===== config.mk =====
export PLATFORM = sky130hd
export DESIGN_NAME = adder_bist_flat
export DESIGN_NICKNAME = d
export VERILOG_FILES = /design/src/rtl/adder_bist_pkg.sv /design/src/rtl/adder_bist_if.sv /design/src/rtl/adder_bist_vec_gen.sv /design/src/rtl/adder_bist.sv /design/src/flat_wrapper.sv
export SDC_FILE = /design/constraint.sdc
export NUM_CORES = 1
export LEC_CHECK = 0
export CAP_MARGIN = 20
export CORE_ASPECT_RATIO = 1.4
export CORE_MARGIN = 2
export CORE_UTILIZATION = 35
export DETAILED_ROUTE_END_ITERATION = 12
export PLACE_DENSITY = 0.68
export SLEW_MARGIN = 20
export SYNTH_ARGS = -nofsm -noshare
export SYNTH_HDL_FRONTEND = slang
export SYNTH_SLANG_ARGS = --single-unit

===== constraint.sdc =====
create_clock -name clk -period 2.66 [get_ports clk]
set_input_delay 0.266 -clock clk [delete_from_list [all_inputs] [get_ports clk]]
set_output_delay 0.266 -clock clk [all_outputs]
set_load 0.1 [all_outputs]

===== src/rtl/adder_bist_pkg.sv =====
// Shared types, constants and the golden-sum reference used by the adder BIST engine.
package adder_pkg;

    typedef enum logic [1:0] {
        IDLE  = 2'd0,
        DRIVE = 2'd1,
        CHECK = 2'd2,
        DONE  = 2'd3
    } bist_state_t;

    // Constants for the default 4-bit adder family.
    localparam int DEF_WIDTH = 4;
    localparam int NVEC      = 2 ** (2 * DEF_WIDTH + 1);
    localparam int CNT_W     = 2 * DEF_WIDTH + 2;

    // Widest operand golden_sum can model; narrower operands are zero-extended into it.
    localparam int MAX_WIDTH = 16;

    // Unsigned a+b+cin with a carry bit kept, so nothing is truncated.
    function automatic logic [MAX_WIDTH:0] golden_sum(
        input logic [MAX_WIDTH-1:0] a,
        input logic [MAX_WIDTH-1:0] b,
        input logic                 cin
    );
        return {1'b0, a} + {1'b0, b} + {{MAX_WIDTH{1'b0}}, cin};
    endfunction

endpackage


===== src/rtl/adder_bist_if.sv =====
// Bus between the BIST engine (master) and the adder under test (slave).
interface adder_bist_if #(
    parameter int WIDTH = 4
);
    logic [WIDTH-1:0] A;
    logic [WIDTH-1:0] B;
    logic             Cin;
    logic             Cout;
    logic [WIDTH-1:0] S;

    modport master (output A, output B, output Cin, input Cout, input S);
    modport slave  (input A, input B, input Cin, output Cout, output S);
endinterface


===== src/rtl/adder_bist_vec_gen.sv =====
// Exhaustive {A,B,Cin} vector counter plus the per-vector settle counter.
module bist_vec_gen #(
    parameter int WIDTH  = 4,
    parameter int SETTLE = 1
) (
    input  logic             clk,
    input  logic             rst_n,
    input  logic             load,
    input  logic             advance,
    input  logic             hold,
    output logic [2*WIDTH:0] vec,
    output logic             settle_done,
    output logic             last
);

    localparam int SW = (SETTLE > 1) ? $clog2(SETTLE) : 1;
    localparam logic [SW-1:0] SETTLE_MAX = SW'(SETTLE - 1);

    logic [SW-1:0] settle_cnt;

    // Vector register: cleared when a run is launched, stepped once per checked vector.
    always_ff @(posedge clk or negedge rst_n) begin
        if (!rst_n) begin
            vec <= '0;
        end else if (load) begin
            vec <= '0;
        end else if (advance) begin
            vec <= vec + 1'b1;
        end
    end

    // Settle counter: restarts with every new vector and stops at its terminal value.
    always_ff @(posedge clk or negedge rst_n) begin
        if (!rst_n) begin
            settle_cnt <= '0;
        end else if (load || advance) begin
            settle_cnt <= '0;
        end else if (hold && !settle_done) begin
            settle_cnt <= settle_cnt + 1'b1;
        end
    end

    assign settle_done = (settle_cnt == SETTLE_MAX);
    assign last        = &vec;

endmodule


===== src/rtl/adder_bist.sv =====
// BIST engine: sweeps all adder input vectors, counts mismatches and captures the first one.
module adder_bist
    import adder_pkg::*;
#(
    parameter int WIDTH  = 4,
    parameter int SETTLE = 1
) (
    input  logic                 clk,
    input  logic                 rst_n,
    input  logic                 start,
    adder_bist_if.master         bus,
    output logic                 busy,
    output logic                 done,
    output logic                 pass,
    output logic [2*WIDTH+1:0]   err_count,
    output logic [2*WIDTH:0]     first_fail
);

    bist_state_t      state;
    bist_state_t      next_state;
    logic [2*WIDTH:0] vec;
    logic             settle_done;
    logic             last;
    logic             load;
    logic             advance;
    logic             hold;
    logic             mismatch;
    logic [MAX_WIDTH:0] golden;

    bist_vec_gen #(
        .WIDTH  (WIDTH),
        .SETTLE (SETTLE)
    ) u_vec_gen (
        .clk         (clk),
        .rst_n       (rst_n),
        .load        (load),
        .advance     (advance),
        .hold        (hold),
        .vec         (vec),
        .settle_done (settle_done),
        .last        (last)
    );

    assign bus.A   = vec[2*WIDTH:WIDTH+1];
    assign bus.B   = vec[WIDTH:1];
    assign bus.Cin = vec[0];

    // Reference sum is computed at full width so a dropped carry shows up as a mismatch.
    assign golden   = golden_sum(MAX_WIDTH'(bus.A), MAX_WIDTH'(bus.B), bus.Cin);
    assign mismatch = (golden != (MAX_WIDTH + 1)'({bus.Cout, bus.S}));

    // State register.
    always_ff @(posedge clk or negedge rst_n) begin
        if (!rst_n) begin
            state <= IDLE;
        end else begin
            state <= next_state;
        end
    end

    // Next-state logic; start is only looked at while idle or finished.
    always_comb begin
        next_state = state;
        case (state)
            IDLE:    if (start) next_state = DRIVE;
            DRIVE:   if (settle_done) next_state = CHECK;
            CHECK:   next_state = last ? DONE : DRIVE;
            DONE:    if (start) next_state = DRIVE;
            default: next_state = IDLE;
        endcase
    end

    // Control and status outputs decoded from the current state.
    always_comb begin
        load    = 1'b0;
        advance = 1'b0;
        hold    = 1'b0;
        busy    = 1'b0;
        done    = 1'b0;
        case (state)
            IDLE:    load = start;
            DRIVE: begin
                hold = 1'b1;
                busy = 1'b1;
            end
            CHECK: begin
                advance = !last;
                busy    = 1'b1;
            end
            DONE: begin
                load = start;
                done = 1'b1;
            end
            default: ;
        endcase
        pass = done && (err_count == '0);
    end

    // Error counter and first-failure capture; a new run wipes the previous result.
    always_ff @(posedge clk or negedge rst_n) begin
        if (!rst_n) begin
            err_count  <= '0;
            first_fail <= '0;
        end else if (load) begin
            err_count  <= '0;
            first_fail <= '0;
        end else if (state == CHECK && mismatch) begin
            err_count <= err_count + 1'b1;
            if (err_count == '0) begin
                first_fail <= vec;
            end
        end
    end

endmodule

===== src/flat_wrapper.sv =====
// flat-port wrapper written by rule: the top's interface ports become plain ports
module adder_bist_flat import adder_pkg::*;
#(
    parameter int WIDTH  = 4,
    parameter int SETTLE = 1
)
  (clk, rst_n, start, busy, done, pass, err_count, first_fail, bus_A, bus_B, bus_Cin, bus_Cout, bus_S);
  adder_bist_if #(.WIDTH(WIDTH)) bus_i ();
  input  logic clk;
  input  logic rst_n;
  input  logic start;
  output logic busy;
  output logic done;
  output logic pass;
  output logic [2*WIDTH+1:0] err_count;
  output logic [2*WIDTH:0] first_fail;
  output wire logic [$bits(bus_i.A)-1:0] bus_A;
  output wire logic [$bits(bus_i.B)-1:0] bus_B;
  output wire logic [$bits(bus_i.Cin)-1:0] bus_Cin;
  input wire logic [$bits(bus_i.Cout)-1:0] bus_Cout;
  input wire logic [$bits(bus_i.S)-1:0] bus_S;
  assign bus_A = bus_i.A;
  assign bus_B = bus_i.B;
  assign bus_Cin = bus_i.Cin;
  assign bus_i.Cout = bus_Cout;
  assign bus_i.S = bus_S;
  adder_bist #(.WIDTH(WIDTH), .SETTLE(SETTLE)) u_core (.clk(clk), .rst_n(rst_n), .start(start), .bus(bus_i), .busy(busy), .done(done), .pass(pass), .err_count(err_count), .first_fail(first_fail));
endmodule

### Word level (Yosys, flattened, before mapping)

Cells that the tools add are included.
Widths: inputs -> output; s select.

* flip-flop bits (word level): 31
* bits in latches: 0
* RAM bits: 0
* ROM bits: 0
* bits of input ports: 8
* output and inout bits: 31
* word-level logic and storage cells: 50
* memories kept: 0

* add/subtract/negate cells: 5
* multipliers: 0
* divide/modulo/power cells: 0
* $lt $le $gt $ge: 0
* eq/ne operators: 6
* shift-type cells: 0
* mux-type cells: 18
* bitwise operators: 0
* reductions and logical operators: 16

Operators with widths (count)
* $mux 9: 5
* $mux 10: 2
* $add 17x1->17: 1
* $ne 17x5->1: 1
* $add 10x1->10 const B: 1
* $logic_not 10->1: 1
* $add 9x1->9 const B: 1
* $reduce_and 9->1: 1
* $reduce_bool 2->1: 4
* $mux 1: 7
* $mux 2: 3
* $pmux 2 s3: 1
* $add 4x4->5: 1
* $eq 2x2->1 const B: 2
* $reduce_and 2->1: 2
* $reduce_or 2->1: 2
* $logic_and 1x1->1: 3
* $eq 2x1->1 const B: 1
* $logic_not 2->1: 1
* $ne 2x1->1 const B: 1
* $ne 2x2->1 const B: 1
* $add 1x1->1 const B: 1
* $logic_not 1->1: 1
* $logic_or 1x1->1: 1

### Depth between registers and ports, before layout

* word-level depth: 6
* gate-level depth with buffers: 13
* mapped depth without buffers: 11

### Modules after synthesis

From an unflattened synthesis, not the netlist that was laid out.

* cell total of the unflattened synthesis: 180
* area, all modules: 1800.5 µm²

Modules (own cells, without submodules)
* adder_bist: times used 1, cells an instance 130, area an instance 1283.7 µm², seq. area each 525.5 µm²
* bist_vec_gen: times used 1, cells an instance 50, area an instance 516.7 µm², seq. area each 250.2 µm²

### Worst setup path after synthesis

No wires, ideal clock.

* kind: reg2reg
* from: register u_core.u_vec_gen.vec[5]
* to: register u_core.err_count[1]
* setup time: 0.074 ns
* arrival time: 3.447 ns
* data required time: 2.586 ns
* path slack: -0.861 ns
* stages on the path, launching flop included: 14
* path buffers: 2
* period minus slack after synthesis: 3.521 ns
* cell sequence: dfrtp_1 ha_1 inv_1 fa_1 inv_1 ha_1 xnor2_1 xnor2_1 nand3_1 o41ai_4 buf_6 buf_6 nand3_2 o21ai_2

* word-level cells in the longest chain between the ends: 5

Ends and longest elaborated chain
* start: declaration: RTL line adder_bist_vec_gen.sv:11 `output logic [2*WIDTH:0] vec,`
* start signal: assignment: RTL line adder_bist_vec_gen.sv:28 `vec <= vec + 1'b1;`
* $add 4x4->5: RTL line adder_bist_pkg.sv:25 `return {1'b0, a} + {1'b0, b} + {{MAX_WIDTH{1'b0}}, cin};`
* $add 17x1->17: RTL line adder_bist_pkg.sv:25
* $ne 17x5->1: RTL line adder_bist.sv:50 `assign mismatch = (golden != (MAX_WIDTH + 1)'({bus.Cout, bus.S}));`
* $logic_and 1x1->1: RTL line adder_bist.sv:107 `end else if (state == CHECK && mismatch) begin`
* $reduce_bool 2->1 (no line)
* end signal: assignment: RTL line adder_bist.sv:108 `err_count <= err_count + 1'b1;`
* end: declaration: RTL line adder_bist.sv:15 `output logic [2*WIDTH+1:0] err_count,`

No other way between the ends.
A chain may end at the register's enable or synchronous reset.

### Final worst setup path

* from: register u_core.u_vec_gen.vec[5]
* to: register u_core.first_fail[6]

* word-level cells in the longest chain between the ends: 6

Ends and longest elaborated chain
* $add 4x4->5: RTL line adder_bist_pkg.sv:25
* $add 17x1->17: RTL line adder_bist_pkg.sv:25
* $ne 17x5->1: RTL line adder_bist.sv:50
* $logic_and 1x1->1: RTL line adder_bist.sv:107
* $reduce_bool 2->1 (no line)
* $reduce_and 2->1 (no line)
* end signal: assignment: RTL line adder_bist.sv:110 `first_fail <= vec;`
* end: declaration: RTL line adder_bist.sv:16 `output logic [2*WIDTH:0] first_fail`

No other way between the ends.

==> metrics <==
DR WL/cell 14.2 µm; most common cell after layout, fill and taps aside buf_4; failing checks negative setup slack; worst hold slack 0.359 ns; max-slew violations 0; CTS tree built; vias in the first global route 1637; Global Route met3 Usage 2.97%; most frequent cells in the layout buf_4, dfrtp_1, nand2_1; fin area 2690 µm²; clk_lat worst skew 0.29 ns; 1st-pass router iterations 4; vias per cell 5.25; CTS buffer count 5; crit path launch type flop; RSZ-0062 raised after global routing yes; largest net degree at the start of global routing 32; # fillers 512; routability congestion estimate 0.770; layout cells sized above 1 34.1%; Synth Register Bits 31; Leak 1.19 nW; Setup TNS Final -3.55 ns; remaining antenna violation count 0; Mapped Area 1910 µm²; reg-to-reg startpoint u_core.u_vec_gen.vec[5]; clock root cell clkbuf_8; dpl cell area 2520 µm²; GRT Overall Usage 15.8%; post-detail-place hpwl 3.48 mm; sequential share of the synthesized area 40.6%; ys async rst share 100%; Max-slew headroom 42.9%; Max Cap Viol 0; pwr dens 965 nW/µm²; Yosys warnings 0; gr ovfl total 0; Peak VDD IR 553 µV; Crit Path Max Fanout 19; Worst Hold Class input pin to async pin; CP startpoint u_core.u_vec_gen.vec[5]; Top FF cell, synth dfrtp_1; Mapped Nets 220; number of H-tree levels 2; status finished, violations left; Port Buffers 38; Final nets 282; DRT Wirelength 4.65 mm; first-pass GRT wire length 7.42 mm; CP Data Arrival Time 3.05 ns; Post-synth EDFFs 0; reg2reg end u_core.first_fail[6]; final setup skew 0.00869 ns; depth of the worst register-to-register path 12; n_diodes 0; Die Wd 66.5 µm; final setup margin -0.221 ns; clock sinks 31; Starting DRT DRC Count 55; Cells after DPL 317; Clock Tree Buf Depth 2; Tcrit/Tclk final 108%; CP endpoint kind flop; vias 1718; io pins 39; Total Power 2.60 mW; Avg Cell Area, Syn 9.66 µm²; Max Clock Freq 0.347 GHz; busiest grt layer met2; Fin. Hold Viols 0; # setup viols final 19; fin crit period 2.88 ns; critical setup path kind flop to flop; synthesized netlist cell count 198; Starting Density 36.5%; met1 Use GR 17.7%; CORE AREA 5240 µm²; # rows 31; DRC Markers 0; FF-to-FF setup slack -0.22 ns; met2 track demand over resource 28.6%; hold buffer count at CTS 0; Worst EP required 2.83 ns; Reg clk slew, reported paths 0.07 ns; die height 91.5 µm; initial antenna violation count 0; Die ar. 6080 µm²; Area growth, synth to finish 40.9%; Yosys cell types 41; worst slew pin tran 0.857 ns; final non-filler cell total 327
==> what timing repair did <==
action | 4_1_cts | 5_1_grt
pin swaps | 1 | 2
gates resized for setup | 4 | 5
setup buffers | 1 | 1
endpoints found under the setup margin | 19 | 19
==> registers in the layout, indices dropped and copies added, names as in the netlist <==
name,flops
u_core.first_fail,9
u_core.u_vec_gen.vec,9
u_core.u_vec_gen.settle_cnt,1
u_core.err_count,10
u_core.state,2
==> cell usage after synthesis (2+ instances only) <==
| cell | instances | share of area (%) |
|---|---|---|
| dfrtp_1 | 31 | 41 |
| a21oi_1 | 14 | 3.7 |
| nand2_1 | 14 | 2.7 |
| ha_1 | 13 | 8.5 |
| nor2_1 | 13 | 2.6 |
| inv_1 | 12 | 2.4 |
| xnor2_1 | 10 | 4.6 |
| o211ai_1 | 9 | 3.5 |
| o31ai_1 | 9 | 3.5 |
| or3_1 | 8 | 2.6 |
| nand3_1 | 7 | 1.8 |
| o21ai_0 | 7 | 1.8 |
| o21ai_1 | 6 | 1.6 |
| nand4_1 | 5 | 1.6 |
| clkbuf_1 | 4 | 0.79 |
| and3_1 | 3 | 0.98 |
| xor2_1 | 3 | 1.4 |
| buf_6 | 2 | 1.2 |
| mux2i_1 | 2 | 1.0 |
| nor3b_2 | 2 | 1.3 |
| nor4_1 | 2 | 0.65 |
| o41ai_1 | 2 | 0.92 |
| or4_1 | 2 | 0.79 |
==> worst max-delay path by stage <==
stage,to,slack [ns],cells after the start
2_1_floorplan,u_core.err_count[1],-0.41,13
3_3_place_gp,u_core.first_fail[5],-0.16,13
3_5_place_dp,u_core.err_count[9],-0.25,11
4_1_cts,u_core.first_fail[6],-0.23,12
5_1_grt,u_core.first_fail[3],-0.34,12
6_report,u_core.first_fail[6],-0.22,12
==> stage by stage <==
stage / setup WS, ns / utilization (%)
after floorplan: -0.415 / -
after global placement: -0.162 / 48.1
after detailed placement: -0.250 / 48.1
after CTS: -0.231 / 50.9
after global routing: -0.338 / 51.4
final: -0.221 / 51.4
==> power breakdown <==
part / internal (mW) / leakage, nW / switching, mW
logic: 0.464 / 0.719 / 1.07
clock network: 0.279 / 0.0581 / 0.189
registers: 0.539 / 0.413 / 0.0597
total: 1.28 / 1.19 / 1.32
==> metal layers <==
| layer | vias to the layer above | share of wire (%) |
|---|---|---|
| met1 | 833 | 41 |
| met4 | 0 | 2.2 |
| li1 | 845 | - |
| met5 | - | 0 |
| met2 | 31 | 54 |
| met3 | 9 | 2.9 |
==> cells by family (layout without fill, tap and decap cells) <==
kind of cell | Yosys count | after routing | synth area share [%]
and+or+nand+nor | 68 | 68 | 20.4
AOI/OAI and AO/OA | 50 | 50 | 17.5
DFF | 31 | 31 | 40.6
buffers and inverters | 20 | 83 | 4.97
adders and majority gates | 14 | 14 | 9.56
xor gates and xnor gates | 13 | 13 | 5.96
muxes | 2 | 2 | 1.05
==> area by class of cell <==
type | count | area, µm² | area share, %
Sequential cell | 31 | 793 | 29.4
Timing Repair Buffer | 63 | 541 | 20.1
Inverter | 12 | 45.0 | 1.67
Tap cell | 66 | 82.6 | 3.07
Multi-Input combinational cell | 147 | 1120 | 41.6
Clock buffer | 5 | 68.8 | 2.55
Clock inverter | 3 | 43.8 | 1.63
==> critical path: stages (launching register included) <==
cell	delay, ns
dfrtp_4	0.43
ha_4	0.14
inv_2	0.04
fa_1	0.44
xor2_2	0.21
nor3b_4	0.23
o21ai_0	0.12
and3b_1	0.22
o41ai_4	0.42
buf_12	0.19
buf_12	0.15
o211ai_1	0.08
o41ai_1	0.09
(Power assumes the default switching activity.)
